[src/rtl/udp_tx_packetizer.sv]
// udp_tx_packetizer
//  Collects bytes from the 1410 peripheral stream into one buffer and sends
//  them as a UDP datagram (header handshake, then payload beats) when the
//  buffer fills, when flush is raised with data pending, or after an idle gap.
//
//  Optional build macro: UDP_SEQ_HEADER_EN
//   defined   - every payload starts with a 16-bit big-endian sequence number
//               (two extra beats), incremented after each completed datagram.
//   undefined - payload is exactly the buffered bytes.
//
//  Ports
//   clk, reset_n                      clock, asynchronous active-low reset
//   local_ip/remote_ip/src_port/dst_port  header config, latched on send
//   in_tdata/in_tvalid/in_tready      byte input handshake
//   flush                             send pending bytes now
//   tx_udp_hdr_*                      UDP header channel (source side)
//   tx_udp_payload_axis_*             UDP payload byte stream (source side)
//   busy                              datagram in progress (HDR or DATA)
//   dgram_count                       completed datagrams, wrapping
`timescale 1ns/1ps
module udp_tx_packetizer #(
  parameter int MAX_PAYLOAD  = 64,
  parameter int IDLE_TIMEOUT = 1000,
  parameter int ADDR_W       = 10
) (
  input  logic        clk,
  input  logic        reset_n,
  input  logic [31:0] local_ip,
  input  logic [31:0] remote_ip,
  input  logic [15:0] src_port,
  input  logic [15:0] dst_port,
  input  logic [7:0]  in_tdata,
  input  logic        in_tvalid,
  output logic        in_tready,
  input  logic        flush,
  output logic        tx_udp_hdr_valid,
  input  logic        tx_udp_hdr_ready,
  output logic [31:0] tx_udp_ip_source_ip,
  output logic [31:0] tx_udp_ip_dest_ip,
  output logic [15:0] tx_udp_source_port,
  output logic [15:0] tx_udp_dest_port,
  output logic [7:0]  tx_udp_payload_axis_tdata,
  output logic        tx_udp_payload_axis_tvalid,
  input  logic        tx_udp_payload_axis_tready,
  output logic        tx_udp_payload_axis_tlast,
  output logic        busy,
  output logic [15:0] dgram_count
);

  localparam int CNT_W  = ADDR_W + 2;
  localparam int BUF_AW = (MAX_PAYLOAD > 1) ? $clog2(MAX_PAYLOAD) : 1;
`ifdef UDP_SEQ_HEADER_EN
  localparam int PREFIX = 2;
`else
  localparam int PREFIX = 0;
`endif
  localparam logic [CNT_W-1:0] MAX_CNT  = CNT_W'(MAX_PAYLOAD);
  // Added to len to get the index of the final beat (len + PREFIX - 1).
  localparam logic [CNT_W-1:0] LAST_OFS = CNT_W'(PREFIX - 1);
  localparam logic [31:0]      IDLE_LIM = 32'(IDLE_TIMEOUT);

  typedef enum logic [1:0] {S_FILL, S_HDR, S_DATA} state_t;

  state_t           r_state, w_state_nxt;
  logic [CNT_W-1:0] r_count, r_len, r_rd;
  logic [31:0]      r_idle;
  logic             r_live;
  logic [7:0]       r_buf [0:MAX_PAYLOAD-1];
  logic [31:0]      r_src_ip, r_dst_ip;
  logic [15:0]      r_src_port, r_dst_port;
  logic [15:0]      r_dgram_count;

  logic             w_accept, w_trigger, w_beat, w_last, w_tvalid;
  logic [CNT_W-1:0] w_count_post;
  logic [7:0]       w_byte;

  // r_live keeps in_tready low while reset is held and for the partial
  // cycle after release, so every output reads 0 during reset.
  assign in_tready    = r_live && (r_state == S_FILL) && (r_count < MAX_CNT);
  assign w_accept     = in_tvalid && in_tready;
  assign w_count_post = r_count + CNT_W'(w_accept);

  // Send decision uses the count including this cycle's byte, so a flush
  // alongside a byte carries that byte in the datagram.
  assign w_trigger = (r_state == S_FILL) &&
                     ((w_count_post == MAX_CNT) ||
                      (flush && (w_count_post != '0)) ||
                      ((IDLE_TIMEOUT != 0) && (r_count != '0) && (r_idle == IDLE_LIM)));

  assign w_tvalid = (r_state == S_DATA);
  assign w_last   = (r_rd == r_len + LAST_OFS);
  assign w_beat   = w_tvalid && tx_udp_payload_axis_tready;

`ifdef UDP_SEQ_HEADER_EN
  logic [15:0]       r_seq;
  logic [BUF_AW-1:0] w_buf_idx;

  always_comb begin
    w_buf_idx = BUF_AW'(r_rd - CNT_W'(2));
    if (r_rd == '0)
      w_byte = r_seq[15:8];
    else if (r_rd == CNT_W'(1))
      w_byte = r_seq[7:0];
    else
      w_byte = r_buf[w_buf_idx];
  end

  always_ff @(posedge clk or negedge reset_n) begin
    if (!reset_n)
      r_seq <= '0;
    else if (w_beat && w_last)
      r_seq <= r_seq + 16'd1;
  end
`else
  assign w_byte = r_buf[r_rd[BUF_AW-1:0]];
`endif

  assign tx_udp_hdr_valid           = (r_state == S_HDR);
  assign tx_udp_ip_source_ip        = r_src_ip;
  assign tx_udp_ip_dest_ip          = r_dst_ip;
  assign tx_udp_source_port         = r_src_port;
  assign tx_udp_dest_port           = r_dst_port;
  assign tx_udp_payload_axis_tvalid = w_tvalid;
  // Masked so tdata reads 0 outside DATA, including during reset.
  assign tx_udp_payload_axis_tdata  = w_tvalid ? w_byte : 8'h00;
  assign tx_udp_payload_axis_tlast  = w_tvalid && w_last;
  assign busy                       = (r_state != S_FILL);
  assign dgram_count                = r_dgram_count;

  always_ff @(posedge clk or negedge reset_n) begin
    if (!reset_n)
      r_state <= S_FILL;
    else
      r_state <= w_state_nxt;
  end

  always_comb begin
    w_state_nxt = r_state;
    case (r_state)
      S_FILL:  if (w_trigger) w_state_nxt = S_HDR;
      S_HDR:   if (tx_udp_hdr_ready) w_state_nxt = S_DATA;
      S_DATA:  if (w_beat && w_last) w_state_nxt = S_FILL;
      default: w_state_nxt = S_FILL;
    endcase
  end

  // Buffer is LUT RAM: no reset, asynchronous read above.
  always_ff @(posedge clk) begin
    if (w_accept)
      r_buf[r_count[BUF_AW-1:0]] <= in_tdata;
  end

  always_ff @(posedge clk or negedge reset_n) begin
    if (!reset_n) begin
      r_live        <= 1'b0;
      r_count       <= '0;
      r_len         <= '0;
      r_rd          <= '0;
      r_idle        <= '0;
      r_src_ip      <= '0;
      r_dst_ip      <= '0;
      r_src_port    <= '0;
      r_dst_port    <= '0;
      r_dgram_count <= '0;
    end else begin
      r_live <= 1'b1;
      case (r_state)
        S_FILL: begin
          r_count <= w_count_post;
          if (w_trigger) begin
            r_len      <= w_count_post;
            r_idle     <= '0;
            r_src_ip   <= local_ip;
            r_dst_ip   <= remote_ip;
            r_src_port <= src_port;
            r_dst_port <= dst_port;
          end else if (w_accept || (r_count == '0)) begin
            r_idle <= '0;
          end else begin
            r_idle <= r_idle + 32'd1;
          end
        end
        S_HDR: begin
          if (tx_udp_hdr_ready)
            r_rd <= '0;
        end
        S_DATA: begin
          if (w_beat) begin
            if (w_last) begin
              r_count       <= '0;
              r_dgram_count <= r_dgram_count + 16'd1;
            end else begin
              r_rd <= r_rd + CNT_W'(1);
            end
          end
        end
        default: ;
      endcase
    end
  end

endmodule

[config.mk]
export PLATFORM = sky130hd
export DESIGN_NAME = udp_tx_packetizer
export DESIGN_NICKNAME = d
export VERILOG_FILES = /design/src/rtl/udp_tx_packetizer.sv
export SDC_FILE = /design/constraint.sdc
export NUM_CORES = 1
export LEC_CHECK = 0
export CAP_MARGIN = 10
export CELL_PAD_IN_SITES_DETAIL_PLACEMENT = 1
export CELL_PAD_IN_SITES_GLOBAL_PLACEMENT = 1
export CORE_ASPECT_RATIO = 1.5
export CORE_UTILIZATION = 45
export CTS_CLUSTER_SIZE = 10
export DETAILED_ROUTE_END_ITERATION = 7
export PLACE_DENSITY_LB_ADDON = 0.25
export SYNTH_ARGS = -nofsm -noshare
export SYNTH_HDL_FRONTEND = slang
export SYNTH_SLANG_ARGS = --single-unit
[constraint.sdc]
create_clock -name clk -period 4.6 [get_ports clk]
set_clock_uncertainty 0.05 [all_clocks]
set_input_delay 0.92 -clock clk [delete_from_list [all_inputs] [get_ports clk]]
set_output_delay 0.92 -clock clk [all_outputs]
set_load 0.02 [all_outputs]
==> flow_summary.json, run 1 <==
{
  "timing.rr.start": "r_count[7]",
  "drv_cap": 0,
  "crit_fanout": 13,
  "grt_pass1_wl_um": 113000,
  "antenna_found_initial": 1,
  "io_pins": 235,
  "syn_nets": 1707,
  "clkTransAtPathRegs_ps": 60,
  "r2r_cells": 14,
  "fin_ws_ps": 53.1,
  "ys_ff_latch": 695,
  "portBuffers": 234,
  "synth_top_area_frac": 0.540,
  "relSlewSlack": 0.279,
  "dp_hpwl_um": 50400,
  "fin_crit_sh": 0.988,
  "fin_area_sq_um": 34600,
  "die-width_um": 207,
  "drt-total-wl_um": 74600,
  "rows": 112,
  "ir_worst_vdd_mv": 0.336,
  "groute.usage.overall": 0.237,
  "p_per_area_nw_per_um2": 436,
  "final_layout_size_suffix_gt1_frac": 0.260,
  "syn_inst": 1590,
  "synth_flop_cell": "edfxtp_1",
  "arrival_ps": 3580,
  "grt_start_max_net_pins": 131,
  "leakagePower_nw": 12.4,
  "cp-end-kind": "primary output",
  "dieArea_sq_um": 64400,
  "fmax_ghz": 0.220,
  "die_y_um": 310,
  "ant_nets": 0,
  "rsz0062_at_grt": "true",
  "grt_pass1_vias": 17100,
  "power_mw": 15.1,
  "coreArea_sq_um": 62400,
  "period_minus_slack_ps": 4550,
  "netlist_top_cells_area": "edfxtp_1 (54%), dfrtp_1 (16%), mux4_2 (13%), mux2_2 (4.3%), nor2_1 (1.2%)",
  "worstMarginPinSlew_ps": 1080,
  "async_reset_ff_frac": 0.263,
  "clk_latency_ps": 620,
  "drt_iter0_drc": 1303,
  "finalHoldViolCount": 0,
  "finalSetupViolCount": 0,
  "start_kind": "flop",
  "syn_to_final_growth_pct": 21.6,
  "grt.overflow.total": 0,
  "r2r-end": "tx_udp_source_port[14]",
  "synth_cell_type_count": 70,
  "setup_tns_ps": 0,
  "drc": 0,
  "crit_type": "flop to primary output",
  "cts_buffers": 79,
  "place_ws_ps": -42.5,
  "fin_nets": 2028,
  "yosysWarnings": 0,
  "synth-edff-count": 512,
  "postCtsHoldBufs": 0,
  "insertedDiodeCount": 0,
  "postLayoutCoreUtil": 0.555,
  "clock-root-buffer": "clkbuf_16",
  "cts_tree": "yes",
  "cts_sinks": 695,
  "place_area_sq_um": 32200,
  "seq_area_frac_synth": 0.700,
  "viasPerCell": 5.92,
  "first_pass_iters": 5,
  "gp_congestion": 0.840,
  "synth.avg_cell_area_sq_um": 17.9,
  "nFillCells": 5619,
  "yosys.area.top_type": "edfxtp_1",
  "cts_buffer_depth": 3,
  "hold_class": "input port to asynchronous set/reset pin",
  "worstPathRequired_ps": 3630,
  "outcome": "finished, final reports clean",
  "htreeDepth": 3,
  "vias": 16200,
  "syn_area_sq_um": 28500,
  "wl_per_cell_um": 27.3,
  "initial_core_util": 0.457,
  "rrSetupSlack_ps": 390,
  "drv_slew": 0
}
worst max-delay path: stages (launching register included):
cell and delay [ps]:
dfrtp_4 510, buf_12 130, bufbuf_16 290, mux4_2 570, mux4_2 510, mux4_2 460
and2_1 220, clkdlybuf4s15_2 270
placed cells by master (no fill, tap or decap), types with 7 or more instances in the layout:
| cell type | count |
|---|---|
| and2_1 | 14 |
| clkdlybuf4s50_1 | 216 |
| buf_4 | 72 |
| nor3_1 | 17 |
| edfxtp_1 | 512 |
| nor4_1 | 19 |
| inv_1 | 16 |
| mux2i_1 | 7 |
| and3_1 | 25 |
| nand2b_1 | 9 |
| xor2_1 | 21 |
| o21ai_0 | 16 |
| nand3_1 | 28 |
| nand4_1 | 19 |
| mux4_2 | 168 |
| buf_2 | 10 |
| clkbuf_1 | 14 |
| a21oi_1 | 28 |
| xnor2_1 | 20 |
| clkbuf_16 | 82 |
| nand3b_1 | 7 |
| nand2_1 | 59 |
| buf_12 | 19 |
| nor2_1 | 89 |
| dfrtp_1 | 179 |
| mux2_2 | 110 |
| ha_1 | 7 |
| a31oi_1 | 30 |
per-layer routing:
metal  up-vias  routed length [um]  global-route usage
li1       6945                   -                   -
met1      8531               28500               0.285
met2       562               39400               0.427
met3       123                4300              0.0375
met4         0                2370              0.0920
met5         -                   0                   0
stage by stage:
step / hold WS [ps] / cells
floorplan: 416 / 1590
global placement: 425 / 2613
detailed placement: 427 / 2613
CTS: 438 / 2725
global route: 454 / 2729
finish: 405 / 2729
Yosys cell counts (all sizes together), types with 7 or more instances:
cell / number
a21oi: 28
a31oi: 30
and2: 14
and3: 27
buf: 41
clkbuf: 49
dfrtp: 183
edfxtp: 512
ha: 7
inv: 16
mux2: 110
mux2i: 7
mux4: 168
nand2: 59
nand2b: 9
nand3: 28
nand3b: 7
nand4: 19
nor2: 91
nor3: 17
nor4: 22
o21ai: 17
or4: 7
xnor2: 20
xor2: 21
area by class of cell:
type,count,area (sq um),area share
Clock buffer,97,2120,0.0612
Clock inverter,4,76.3,0.00220
Inverter,18,67.6,0.00195
Multi-Input combinational cell,787,8110,0.234
Sequential cell,695,20000,0.576
Tap cell,798,998,0.0288
Timing Repair Buffer,330,3310,0.0954
repair_timing:
action                                  CTS  global route
endpoints found under the setup margin    9             6
cloned                                    1             0
resized for setup                        27             7
setup buffers                            10             0
power by group:
part	switching [mW]	internal, mW	total (mW)
Clock	2.35	3.21	5.56
Combinational	1.41	1.31	2.72
Sequential	0.0427	6.77	6.81
flip-flops by register name, summed over array words and instances (netlist names):
| signal | cells |
|---|---|
| r_buf | 512 |
| r_idle | 32 |
| tx_udp_ip_dest_ip | 32 |
| tx_udp_ip_source_ip | 32 |
| dgram_count | 16 |
| tx_udp_dest_port | 16 |
| tx_udp_source_port | 16 |
| r_count | 12 |
| r_len | 12 |
| r_rd | 12 |
| r_state | 2 |
| r_live | 1 |
how the worst max path moves through the flow:
stage	startpoint	to
floorplan	r_rd[0]	tx_udp_payload_axis_tdata[0]
global placement	in_tvalid	tx_udp_source_port[14]
detailed placement	in_tvalid	tx_udp_source_port[14]
CTS	r_rd[0]	tx_udp_payload_axis_tdata[5]
global route	r_len[0]	tx_udp_payload_axis_tlast
finish	r_rd[0]	tx_udp_payload_axis_tdata[7]
kinds of logic (layout without fill, tap and decap cells):
family | count (synthesis) | count (layout) | synth area share
AO/OA/AOI/OAI | 120 | 120 | 0.0282
AND/OR/NAND/NOR | 333 | 333 | 0.0613
other | 1 | 1 | 0.000132
flip-flops | 695 | 695 | 0.700
buffers and inverters | 108 | 449 | 0.0157
adder cells (fa/ha/maj) | 7 | 7 | 0.00307
multiplexers | 285 | 285 | 0.179
XOR/XNOR | 41 | 41 | 0.0126
No activity file was read; power rests on OpenSTA's default activity.
==> inputs of run 2 (changes only) <==
--- a/config.mk
+++ b/config.mk
@@ -9,10 +9,12 @@
 export CELL_PAD_IN_SITES_DETAIL_PLACEMENT = 1
 export CELL_PAD_IN_SITES_GLOBAL_PLACEMENT = 1
 export CORE_ASPECT_RATIO = 1.5
+export CORE_MARGIN = 5
 export CORE_UTILIZATION = 45
 export CTS_CLUSTER_SIZE = 10
 export DETAILED_ROUTE_END_ITERATION = 7
-export PLACE_DENSITY_LB_ADDON = 0.25
+export PLACE_DENSITY = 0.72
+export SLEW_MARGIN = 25
 export SYNTH_ARGS = -nofsm -noshare
 export SYNTH_HDL_FRONTEND = slang
 export SYNTH_SLANG_ARGS = --single-unit
==> flow_summary.json, run 2 (synthesized netlist as in run 1, its figures left out) <==
{
  "grt.overflow.total": 0,
  "vias": 16300,
  "grt_pass1_vias": 17500,
  "die_y_um": 318,
  "clock-root-buffer": "clkbuf_16",
  "first_pass_iters": 5,
  "drv_cap": 0,
  "fin_crit_sh": 0.990,
  "cts_tree": "yes",
  "coreArea_sq_um": 63100,
  "start_kind": "flop",
  "drc": 0,
  "groute.usage.overall": 0.225,
  "grt_start_max_net_pins": 110,
  "hold-worst-slack_ps": 372,
  "p_int_mw": 11.4,
  "critical_path.startpoint": "r_rd[0]",
  "pwr-share-seq": 0.452,
  "portBuffers": 234,
  "wl_per_cell_um": 28.1,
  "arrival_ps": 3580,
  "p_comb_frac": 0.180,
  "swShare": 0.254,
  "p_clk_frac": 0.368,
  "drv_slew": 0,
  "rows": 113,
  "hold_class": "input port to asynchronous set/reset pin",
  "rrSetupSlack_ps": 480,
  "rsz0062_at_grt": "false",
  "crit_fanout": 10,
  "place_area_sq_um": 32300,
  "relSlewSlack": 0.361,
  "cp_top_family": "multiplexers",
  "final_cell_mix": "edfxtp_1 (512), clkdlybuf4s50_1 (216), dfrtp_1 (180), mux4_2 (168), mux2_2 (110)",
  "r2r-end": "tx_udp_ip_source_ip[11]",
  "cp.depth": 8,
  "cts_buffer_depth": 3,
  "period_minus_slack_ps": 4550,
  "final_layout_size_suffix_gt1_frac": 0.265,
  "viasPerCell": 5.91,
  "final_common_cell": "edfxtp_1",
  "worstMarginPinSlew_ps": 948,
  "crit_path_end": "tx_udp_payload_axis_tdata[5]",
  "ant_nets": 0,
  "p_per_area_nw_per_um2": 437,
  "dieArea_sq_um": 68600,
  "syn_to_final_growth_pct": 22.1,
  "p_sw_mw": 3.86,
  "fin_area_sq_um": 34800,
  "worst-path-buf-inv": 4,
  "initial_core_util": 0.452,
  "dp_hpwl_um": 51400,
  "outcome": "finished, final reports clean",
  "crit_chain": "buf_12 -> buf_12 -> buf_16 -> mux4_2 -> mux4_2 -> mux4_2 -> and2_1 -> clkdlybuf4s15_2",
  "cts_sinks": 695,
  "cts_buffers": 80,
  "io_pins": 235,
  "ir_worst_vdd_mv": 0.480,
  "cp_slowest_cell": "dfrtp_4",
  "r2r_cells": 14,
  "critPathMaxStageDelay_ps": 540,
  "postCtsHoldBufs": 0,
  "drt-total-wl_um": 77500,
  "finalHoldViolCount": 0,
  "clk_latency_ps": 640,
  "antenna_found_initial": 3,
  "grt_pass1_wl_um": 116000,
  "leakagePower_nw": 12.5,
  "fin_nets": 2042,
  "cp-end-kind": "primary output",
  "timing.rr.start": "r_count[10]",
  "worstPathRequired_ps": 3630,
  "clkTransAtPathRegs_ps": 60,
  "drt_iter0_drc": 1341,
  "finalSetupViolCount": 0,
  "die-width_um": 215,
  "gp_congestion": 0.811,
  "largest_reg_flops": 512,
  "htreeDepth": 3,
  "cpMostUsedCell": "mux4_2",
  "crit_type": "flop to primary output",
  "fmax_ghz": 0.220
}
## run 2: layout make-up
class / count / area, sq um
fillers: 5707 / 28300
flip-flops and latches: 695 / 20000
multi-input cells: 787 / 8130
repair buffers: 343 / 3450
clock buffers: 102 / 2140
well taps: 805 / 1010
inverters: 18 / 67.6
clock inverters: 4 / 42.5
diodes: 1 / 2.50
## run 2: per-layer routing
metal,part of all wire,routed length [um],GRT usage,vias to the layer above
li1,-,-,-,6982
met1,0.38,29400,0.279,8558
met2,0.52,40600,0.394,578
met3,0.060,4640,0.0441,150
met4,0.036,2770,0.0814,2
met5,0.00013,10,0,-
## run 2: per-stage QoR
stage	TNS, ps	worst slack, ps	std cells	total power [mW]	utilization
2_1_floorplan	0	508	1590	8.49	-
3_3_place_gp	0	90.6	2630	9.65	0.512
3_5_place_dp	0	74.1	2630	9.69	0.512
4_1_cts	-30.0	-22.6	2749	15.4	0.551
5_1_grt	0	1.05	2755	15.7	0.552
6_report	0	48.2	2755	15.2	0.552
## run 2: power by group through the flow
stage	Combinational [mW]	Clock (mW)	Sequential (mW)
2_1_floorplan	1.58	0	6.90
3_3_place_gp	2.64	0	7.01
3_5_place_dp	2.67	0	7.02
4_1_cts	2.74	5.74	6.89
5_1_grt	2.87	5.99	6.88
6_report	2.74	5.60	6.88
## run 2: timing repair
action                                  4_1_cts  5_1_grt
buffers inserted                             10        5
gates resized for setup                      35        6
endpoints found under the setup margin        9       38
gates cloned                                  3        0
## run 2: worst min-delay path by stage
stage,from,endpoint,slack (ps),cells after the start
6_report,reset_n,tx_udp_ip_source_ip[24],370,1
5_1_grt,dgram_count[15],dgram_count[15],450,1
4_1_cts,reset_n,tx_udp_ip_source_ip[24],390,1
3_5_place_dp,dgram_count[15],dgram_count[15],420,1
2_1_floorplan,r_idle[17],r_idle[17],420,1
3_3_place_gp,dgram_count[15],dgram_count[15],410,1
==> inputs of run 3 (changes only) <==
--- a/config.mk
+++ b/config.mk
@@ -14,7 +14,7 @@
 export CTS_CLUSTER_SIZE = 10
 export DETAILED_ROUTE_END_ITERATION = 7
 export PLACE_DENSITY = 0.72
-export SLEW_MARGIN = 25
+export SLEW_MARGIN = 20
 export SYNTH_ARGS = -nofsm -noshare
 export SYNTH_HDL_FRONTEND = slang
 export SYNTH_SLANG_ARGS = --single-unit
==> flow_summary.json, run 3 (synthesized netlist as in run 1, its figures left out) <==
{
  "htreeDepth": 3,
  "busiest_layer": "met2",
  "cp-end-kind": "primary output",
  "coreArea_sq_um": 63100,
  "regArea_sq_um": 20000,
  "multi_input_area_sq_um": 8130,
  "final_cell_mix": "edfxtp_1 (512), clkdlybuf4s50_1 (216), dfrtp_1 (180), mux4_2 (168), mux2_2 (110)",
  "clock-root-buffer": "clkbuf_16",
  "drt_iter0_drc": 1261,
  "hold_class": "input port to asynchronous set/reset pin",
  "drv_slew": 0,
  "first_pass_iters": 5,
  "timing.rr.start": "r_count[10]",
  "dp_hpwl_um": 51400,
  "fin_nets": 2036,
  "rows": 113,
  "critical_path.startpoint": "r_rd[0]",
  "p_comb_frac": 0.180,
  "grt_pass1_vias": 17500,
  "relSlewSlack": 0.295,
  "ant_nets": 0,
  "cts_sinks": 695,
  "crit_fanout": 9,
  "final_layout_size_suffix_gt1_frac": 0.264,
  "finalHoldViolCount": 0,
  "swShare": 0.254,
  "worstMarginPinSlew_ps": 1050,
  "final_common_cell": "edfxtp_1",
  "pwr-share-seq": 0.452,
  "cts_tree": "yes",
  "cts_buffers": 80,
  "portBuffers": 234,
  "fmax_ghz": 0.220,
  "p_per_area_nw_per_um2": 438,
  "p_int_mw": 11.3,
  "met3_usage": 0.0417,
  "met2_usage": 0.392,
  "clkTransAtPathRegs_ps": 60,
  "period_minus_slack_ps": 4550,
  "grt_start_max_net_pins": 110,
  "hold-worst-slack_ps": 375,
  "grt_use_met1": 0.281,
  "drt-total-wl_um": 77200,
  "wl_per_cell_um": 28.1,
  "power_mw": 15.2,
  "fin_cells": 2749,
  "rsz0062_at_grt": "false",
  "postCtsHoldBufs": 0,
  "die-width_um": 215,
  "syn_to_final_growth_pct": 21.8,
  "vias": 16200,
  "drc": 0,
  "p_sw_mw": 3.85,
  "initial_core_util": 0.452,
  "crit_type": "flop to primary output",
  "groute.usage.overall": 0.225,
  "largest_reg_flops": 512,
  "postLayoutCoreUtil": 0.550,
  "grt.overflow.total": 0,
  "start_kind": "flop",
  "fin_ws_ps": 48.5,
  "io_pins": 235,
  "dpl.cell_count": 2630,
  "finalSetupViolCount": 0,
  "p_clk_frac": 0.368,
  "ir_worst_vdd_mv": 0.469,
  "antenna_found_initial": 2,
  "viasPerCell": 5.90,
  "outcome": "finished, final reports clean",
  "fin_crit_sh": 0.989,
  "arrival_ps": 3580,
  "leakagePower_nw": 12.4,
  "drv_cap": 0,
  "place_ws_ps": 74.1,
  "clk_latency_ps": 640,
  "gp_congestion": 0.811,
  "grt_pass1_wl_um": 117000,
  "dieArea_sq_um": 68600,
  "worstPathRequired_ps": 3630,
  "cts_buffer_depth": 3,
  "nFillCells": 5731,
  "die_y_um": 318
}
==> run 3: changes by cell type in the layout (fill, tap and decap cells not counted), moves of 2 or more <==
| cell | change |
|---|---|
| and2_4 | +3 |
| and2_1 | -3 |
| buf_2 | +2 |
| buf_12 | -2 |
| buf_4 | -3 |
| buf_16 | -2 |
| clkdlybuf4s15_2 | -3 |
==> run 3: timing repair <==
item                       in CTS  in global routing
setup endpoints to repair       9                 20
setup buffers                   9                  1
cloned                          3                  0
gates resized for setup        36                  8
==> run 3: final timing paths <==
| kind | to | slack [ps] | cells past startpoint |
|---|---|---|---|
| max | tx_udp_payload_axis_tdata[1] | 50 | 8 |
| min | tx_udp_ip_source_ip[24] | 380 | 1 |
| max reg2reg | tx_udp_ip_source_ip[11] | 500 | 14 |
| min reg2reg | dgram_count[15] | 420 | 1 |
| max in group asynchronous | dgram_count[7] | 3020 | 2 |
| min in group clk | dgram_count[15] | 420 | 1 |
==> run 3: through the flow <==
step	area [sq um]	setup TNS, ps
3_5_place_dp	32300	0
4_1_cts	34700	-14.7
2_1_floorplan	28500	0
3_3_place_gp	32300	0
6_report	34700	0
5_1_grt	34700	0
==> run 3: power groups by stage <==
stage / Combinational (mW) / Clock [mW] / Sequential (mW)
detailed placement: 2.67 / 0 / 7.02
global placement: 2.64 / 0 / 7.01
CTS: 2.72 / 5.74 / 6.89
global route: 2.85 / 5.99 / 6.88
finish: 2.73 / 5.60 / 6.88
floorplan: 1.58 / 0 / 6.90
==> run 3: critical path, cell delays in order (launching register included) <==
cell and delay (ps):
dfrtp_4 530, buf_12 160, buf_12 130, bufbuf_16 280, mux4_2 500, mux4_2 500
mux4_2 490, and2_4 190, buf_4 150
==> run 3: metal layers <==
metal  vias to the layer above  share of wire
met1                      8537           0.38
met4                         0          0.037
met2                       569           0.52
li1                       6975              -
met5                         -              0
met3                       141          0.058
==> run 3: area by class of cell <==
type / instances / share of cell area
repair buffers: 337 / 0.0965
flip-flops and latches: 695 / 0.575
diodes: 1 / 0.0000721
clock inverters: 4 / 0.00123
well taps: 805 / 0.0290
clock buffers: 102 / 0.0616
multi-input cells: 787 / 0.234
inverters: 18 / 0.00195
